<file path="config.mk">
export PLATFORM = sky130hd
export DESIGN_NAME = snic_net_tx_arbiter
export DESIGN_NICKNAME = d
export VERILOG_FILES = /design/src/rtl/snic_net_pkg.sv /design/src/rtl/axis_skid_reg.sv /design/src/rtl/snic_net_tx_arbiter.sv
export SDC_FILE = /design/constraint.sdc
export NUM_CORES = 2
export LEC_CHECK = 0
export BUFFER_PORTS_ARGS = -buffer_cell sky130_fd_sc_hd__buf_2
export CAP_MARGIN = 20
export CELL_PAD_IN_SITES_DETAIL_PLACEMENT = 1
export CELL_PAD_IN_SITES_GLOBAL_PLACEMENT = 1
export CORE_AREA = 2 2 711 713
export DETAILED_ROUTE_END_ITERATION = 8
export DIE_AREA = 0 0 713 715
export GPL_TIMING_DRIVEN = 0
export PLACE_DENSITY_LB_ADDON = 0.1
export SYNTH_ARGS = -nofsm -noshare
export SYNTH_HDL_FRONTEND = slang
export SYNTH_SLANG_ARGS = --single-unit
</file>
<file path="constraint.sdc">
create_clock -name clk_250mhz -period 3.22 [get_ports clk_250mhz]
set_input_delay 0.644 -clock clk_250mhz [delete_from_list [all_inputs] [get_ports clk_250mhz]]
set_output_delay 0.644 -clock clk_250mhz [all_outputs]
set_load 0.03 [all_outputs]
</file>
<file path="src/rtl/snic_net_pkg.sv">
// rtl/snic_net_pkg.sv - shared types and constants for the net TX path
//
// Purpose: arbiter FSM state enum, AXIS dest tags and default stream widths
// used by the net TX arbiter and its skid slice.
package snic_net_pkg;

  localparam int NET_DATA_WIDTH = 512;
  localparam int NET_KEEP_WIDTH = NET_DATA_WIDTH / 8;

  // Source tag carried on m_axis_net_tx_dest
  localparam logic DEST_TCP = 1'b0;
  localparam logic DEST_BYP = 1'b1;

  typedef enum logic [1:0] {
    ST_IDLE      = 2'd0,
    ST_GRANT_TCP = 2'd1,
    ST_GRANT_BYP = 2'd2
  } arb_state_t;

endpackage

</file>
<file path="src/rtl/axis_skid_reg.sv">
// rtl/axis_skid_reg.sv - 2-entry registered AXIS slice
//
// Purpose: fully registered stream slice; one cycle of latency, sustains one
// beat per cycle, absorbs the in-flight beat when downstream stalls.
// Ports:
//   clk, rst            clock, synchronous active-high reset
//   s_payload/s_valid   upstream beat, s_ready registered (high if <= 1 entry)
//   m_payload/m_valid   downstream beat, held stable until m_ready
module axis_skid_reg #(
  parameter int WIDTH = 8
) (
  input  logic             clk,
  input  logic             rst,
  input  logic [WIDTH-1:0] s_payload,
  input  logic             s_valid,
  output logic             s_ready,
  output logic [WIDTH-1:0] m_payload,
  output logic             m_valid,
  input  logic             m_ready
);

  logic [1:0]       count;
  logic [1:0]       count_next;
  logic [WIDTH-1:0] head;   // entry presented downstream
  logic [WIDTH-1:0] spare;  // second entry, only used while stalled
  logic             ready_q;
  logic             push;
  logic             pop;

  assign push      = s_valid & ready_q;
  assign pop       = m_valid & m_ready;
  assign m_valid   = (count != 2'd0);
  assign m_payload = head;
  assign s_ready   = ready_q;

  always_comb begin
    count_next = count;
    case ({push, pop})
      2'b10:   count_next = count + 2'd1;
      2'b01:   count_next = count - 2'd1;
      default: count_next = count;
    endcase
  end

  always_ff @(posedge clk) begin
    if (rst) begin
      count   <= 2'd0;
      head    <= '0;
      spare   <= '0;
      ready_q <= 1'b0;
    end else begin
      count   <= count_next;
      ready_q <= (count_next != 2'd2);
      // head only changes when empty or when the current head is popped,
      // which keeps the output stable under backpressure
      if (push && (count == 2'd0 || (pop && count == 2'd1))) begin
        head <= s_payload;
      end else if (pop) begin
        head <= spare;
      end
      if (push && !pop && count == 2'd1) begin
        spare <= s_payload;
      end
    end
  end

endmodule

</file>
<file path="src/rtl/snic_net_tx_arbiter.sv">
// rtl/snic_net_tx_arbiter.sv - packet-granular TCP/bypass net TX arbiter
//
// Purpose: shares the net TX AXIS port between the TCP stack and the bypass
// path, round-robin at packet boundaries, tagging each beat with its source.
// Ports:
//   clk_250mhz, clk_250mhz_rst     clock, synchronous active-high reset
//   s_axis_tcp_tx_*                TCP stack input stream
//   s_axis_byp_tx_*                bypass/handler input stream
//   m_axis_net_tx_*                merged output stream, dest = source tag
//   stat_tcp_pkts, stat_byp_pkts   completed packets accepted per source
//   busy                           a grant is in progress
module snic_net_tx_arbiter
  import snic_net_pkg::*;
#(
  parameter int DATA_WIDTH = NET_DATA_WIDTH,
  parameter int KEEP_WIDTH = DATA_WIDTH / 8
) (
  input  logic                  clk_250mhz,
  input  logic                  clk_250mhz_rst,
  input  logic [DATA_WIDTH-1:0] s_axis_tcp_tx_data,
  input  logic [KEEP_WIDTH-1:0] s_axis_tcp_tx_keep,
  input  logic                  s_axis_tcp_tx_last,
  input  logic                  s_axis_tcp_tx_valid,
  output logic                  s_axis_tcp_tx_ready,
  input  logic [DATA_WIDTH-1:0] s_axis_byp_tx_data,
  input  logic [KEEP_WIDTH-1:0] s_axis_byp_tx_keep,
  input  logic                  s_axis_byp_tx_last,
  input  logic                  s_axis_byp_tx_valid,
  output logic                  s_axis_byp_tx_ready,
  output logic [DATA_WIDTH-1:0] m_axis_net_tx_data,
  output logic [KEEP_WIDTH-1:0] m_axis_net_tx_keep,
  output logic                  m_axis_net_tx_last,
  output logic                  m_axis_net_tx_dest,
  output logic                  m_axis_net_tx_valid,
  input  logic                  m_axis_net_tx_ready,
  output logic [31:0]           stat_tcp_pkts,
  output logic [31:0]           stat_byp_pkts,
  output logic                  busy
);

  localparam int PW = DATA_WIDTH + KEEP_WIDTH + 2;

  arb_state_t    state;
  logic          last_grant;
  logic          skid_ready;
  logic          skid_valid;
  logic [PW-1:0] skid_in;
  logic [PW-1:0] skid_out;
  logic          tcp_fire;
  logic          byp_fire;

  // Only the granted input sees the slice ready; dest comes from the state
  always_comb begin
    s_axis_tcp_tx_ready = 1'b0;
    s_axis_byp_tx_ready = 1'b0;
    skid_valid          = 1'b0;
    skid_in = {s_axis_tcp_tx_data, s_axis_tcp_tx_keep, s_axis_tcp_tx_last, DEST_TCP};
    case (state)
      ST_GRANT_TCP: begin
        s_axis_tcp_tx_ready = skid_ready;
        skid_valid          = s_axis_tcp_tx_valid;
      end
      ST_GRANT_BYP: begin
        s_axis_byp_tx_ready = skid_ready;
        skid_valid          = s_axis_byp_tx_valid;
        skid_in = {s_axis_byp_tx_data, s_axis_byp_tx_keep, s_axis_byp_tx_last, DEST_BYP};
      end
      default: ;
    endcase
  end

  assign tcp_fire = s_axis_tcp_tx_valid & s_axis_tcp_tx_ready;
  assign byp_fire = s_axis_byp_tx_valid & s_axis_byp_tx_ready;
  assign busy     = (state != ST_IDLE);

  always_ff @(posedge clk_250mhz) begin
    if (clk_250mhz_rst) begin
      state         <= ST_IDLE;
      last_grant    <= DEST_BYP;  // TCP wins the first tie
      stat_tcp_pkts <= 32'd0;
      stat_byp_pkts <= 32'd0;
    end else begin
      case (state)
        ST_IDLE: begin
          if (s_axis_tcp_tx_valid && (!s_axis_byp_tx_valid || last_grant == DEST_BYP)) begin
            state      <= ST_GRANT_TCP;
            last_grant <= DEST_TCP;
          end else if (s_axis_byp_tx_valid) begin
            state      <= ST_GRANT_BYP;
            last_grant <= DEST_BYP;
          end
        end
        ST_GRANT_TCP: begin
          if (tcp_fire && s_axis_tcp_tx_last) begin
            state         <= ST_IDLE;
            stat_tcp_pkts <= stat_tcp_pkts + 32'd1;
          end
        end
        ST_GRANT_BYP: begin
          if (byp_fire && s_axis_byp_tx_last) begin
            state         <= ST_IDLE;
            stat_byp_pkts <= stat_byp_pkts + 32'd1;
          end
        end
        default: state <= ST_IDLE;
      endcase
    end
  end

  axis_skid_reg #(
    .WIDTH(PW)
  ) u_skid (
    .clk      (clk_250mhz),
    .rst      (clk_250mhz_rst),
    .s_payload(skid_in),
    .s_valid  (skid_valid),
    .s_ready  (skid_ready),
    .m_payload(skid_out),
    .m_valid  (m_axis_net_tx_valid),
    .m_ready  (m_axis_net_tx_ready)
  );

  assign {m_axis_net_tx_data, m_axis_net_tx_keep, m_axis_net_tx_last, m_axis_net_tx_dest} = skid_out;

endmodule

</file>
==> impl_metrics.yaml <==
place:
  gp_congestion: 1.08
  port_buffers: 1801
  pre_cts_slack_ns: -2.77
  place_area_um2: 71600
  place_hpwl_um: 409000
setup_path:
  required_ns: 3.93
  worstPathMaxFanout: 13
  r2r_slack_ns: 0.14
  r2r-end: "u_skid.m_payload[295]"
  worstRegToRegCells: 9
  reg2reg_from: "state[0]"
  path_class: "flop to flop"
  crit_path_end_kind: "flop"
  worst-endpoint-arrival_ns: 3.79
  worstSetupStartpointType: "flop"
  crit_start: "state[0]"
synth:
  yosys.cell_types.count: 37
  avgSynthCellArea_um2: 8.62
  synth_top_area_cell: "dfxtp_1"
  syn_nets: 7372
  syn-instance-count: 6203
  ys_warn_count: 0
  yosysMostFrequentCell: "dfxtp_1"
  synthTopCellsByCount: "dfxtp_1 (1226), nand2_1 (1184), a211oi_1 (1154), nor2_1 (602)"
  synth_edf_count: 0
  async_flop_share_pct: 0
  syn_area_um2: 53500
  synth_area_leaders: "dfxtp_1 (46%), a211oi_1 (16%), mux2i_1 (11%), nand2_1 (8.3%), and3_1 (6.8%)"
  ys_seq_area_share_pct: 45.9
  synth_top_area_share_pct: 45.9
  ys.flop_type: "dfxtp_1"
  synth_seq_cells: 1226
timing:
  timing.slew.headroom_pct: 28.2
  fin_crit_sh_pct: 95.5
  setup_violations: 0
  finClkSkew_ns: 0.0274
  drv_slew: 0
  tightest_slew_ns: 1.08
  min_period_ns: 3.08
  hold_viol_final: 0
  setup_slack_ns: 0.144
  whs_ns: 0.156
  fmax_ghz: 0.325
drt:
  routed_wl_um: 488000
  detail_route.wl_per_cell_um: 32.0
  vias_per_cell: 3.84
  num_vias: 58500
  drc: 0
  detail-route-antenna-nets: 0
  drtIter0Drc: 3007
  drtPass1Iterations: 5
cts:
  cts-root-buf: "clkbuf_16"
  htree_num_levels: 4
  clk_pin_slew_ns: 0.06
  clock_sinks: 1226
  cts_buffer_depth: 4
  cts_made_buffers: 187
  cts_tree: "done"
  clock_latency_ns: 0.88
floorplan:
  ios: 1805
  rows: 261
  fp.coreArea_um2: 503000
  die_area_um2: 510000
  die_x_um: 713
  start_util_pct: 10.6
  die_h_um: 715
min_path:
  min_path_cells: 3
  whs_endpoint: "u_skid.spare[379]"
  min_path_type: "input port to flop"
  hp-start: "s_axis_byp_tx_data[313]"
global_routing:
  grt_start_max_net_pins: 17
  grt_pass1_vias: 60500
  grt_overflow: 0
  grt_pass1_wl_um: 627000
  grt_usage_pct: 18.4
  grt_antenna_before_repair: 360
layout:
  nets: 9407
  layout.cell_area.non_filler_um2: 79300
  syn_to_final_growth_pct: 48.2
  drive_gt1_share_pct: 30.5
power_and_ir_drop:
  p_int_uw: 29900
  comb_power_share_pct: 15.6
  seqPwrFrac_pct: 36.2
  peakVddDrop_mv: 0.376
  p_per_area_nw_per_um2: 546
  p_clk_share_pct: 48.2
  switching_share_pct: 30.8
  leakagePower_uw: 0.0274
  p_sw_uw: 13400
job:
  cap_violations: 0
outcome:
  status: "completed"
[kinds of logic after synthesis]
| logic type | Yosys count | synth area share, % |
|---|---|---|
| flip-flops | 1226 | 45.9 |
| XOR/XNOR | 16 | 0.262 |
| AND/OR/NAND/NOR | 2489 | 20.9 |
| buffers and inverters | 621 | 4.52 |
| multiplexers | 581 | 10.9 |
| adder cells (fa/ha/maj) | 10 | 0.234 |
| AO/OA/AOI/OAI | 1260 | 17.4 |
[flip-flops by register name, indices dropped and copies added, names as in the netlist]
register	cells
u_skid.count	2
stat_byp_pkts	32
u_skid.m_payload	578
stat_tcp_pkts	32
state	2
u_skid.spare	578
u_skid.s_ready	1
last_grant	1
[final cells by class]
type	instances	area [um^2]
diodes	163	408
flip-flops and latches	1226	24500
multi-input cells	4356	27000
well taps	6706	8390
clock inverters	28	380
fillers	59600	424000
clock buffers	292	5610
repair buffers	1854	9780
inverters	18	67.6
plain buffers	595	3050
[critical path, stage by stage (launching register included)]
cell and delay, ns:
dfxtp_1 0.33, inv_1 0.12, ha_1 0.33, clkbuf_2 0.26, buf_8 0.28, clkbuf_8 0.32, buf_2 0.30, buf_8 0.22
mux2i_2 0.49, a211oi_1 0.14
[layer usage]
layer	routed length, um	GRT usage, %	up-vias
met2	236000	31.8	2064
met3	41000	6.13	836
met5	1080	0.226	-
li1	-	-	26500
met4	19000	6.19	134
met1	191000	21.2	29000
[worst max path at each step]
stage / endpoint / cells past startpoint
2_1_floorplan: u_skid.spare[568] / 12
3_3_place_gp: u_skid.spare[303] / 13
3_5_place_dp: u_skid.spare[246] / 14
4_1_cts: u_skid.spare[117] / 13
5_1_grt: u_skid.m_payload[386] / 10
6_report: u_skid.m_payload[295] / 9
[timing repair]
action / CTS / global route
gates resized for setup: 457 / 92
hold buffers: 0 / 0
setup endpoints to repair: 1152 / 701
pin swaps: 1 / 0
buffers inserted: 7 / 0
[per-stage QoR]
| step | utilization [%] | cells | total power, uW | setup TNS, ns |
|---|---|---|---|---|
| 2_1_floorplan | - | 6203 | 18900 | 0 |
| 3_3_place_gp | 14.1 | 14700 | 22600 | -3344.29 |
| 3_5_place_dp | 14.2 | 14800 | 22700 | -1764.96 |
| 4_1_cts | 15.7 | 15100 | 44500 | -0.00845 |
| 5_1_grt | 15.7 | 15200 | 45200 | -0.00280 |
| 6_report | 15.8 | 15200 | 43300 | 0 |
[placed cells by master, fill, tap and decap left out, types with 143 or more instances in the layout]
master / netlist / routed
diode_2: 0 / 163
clkbuf_16: 0 / 191
a211oi_1: 1154 / 1151
and3_1: 580 / 580
nand2_1: 1184 / 1184
mux2i_1: 580 / 481
clkbuf_2: 1 / 143
clkbuf_1: 500 / 330
buf_2: 68 / 1875
dfxtp_1: 1226 / 1224
nor2_1: 602 / 602
[power groups by stage]
stage               Sequential [uW]  Combinational [uW]  Clock (uW)
global route                  15700                7130       22300
global placement              16000                6600           0
floorplan                     16500                2400           0
finish                        15700                6740       20900
CTS                           15700                6950       21900
detailed placement            16000                6730           0
(Power assumes the default switching activity.)
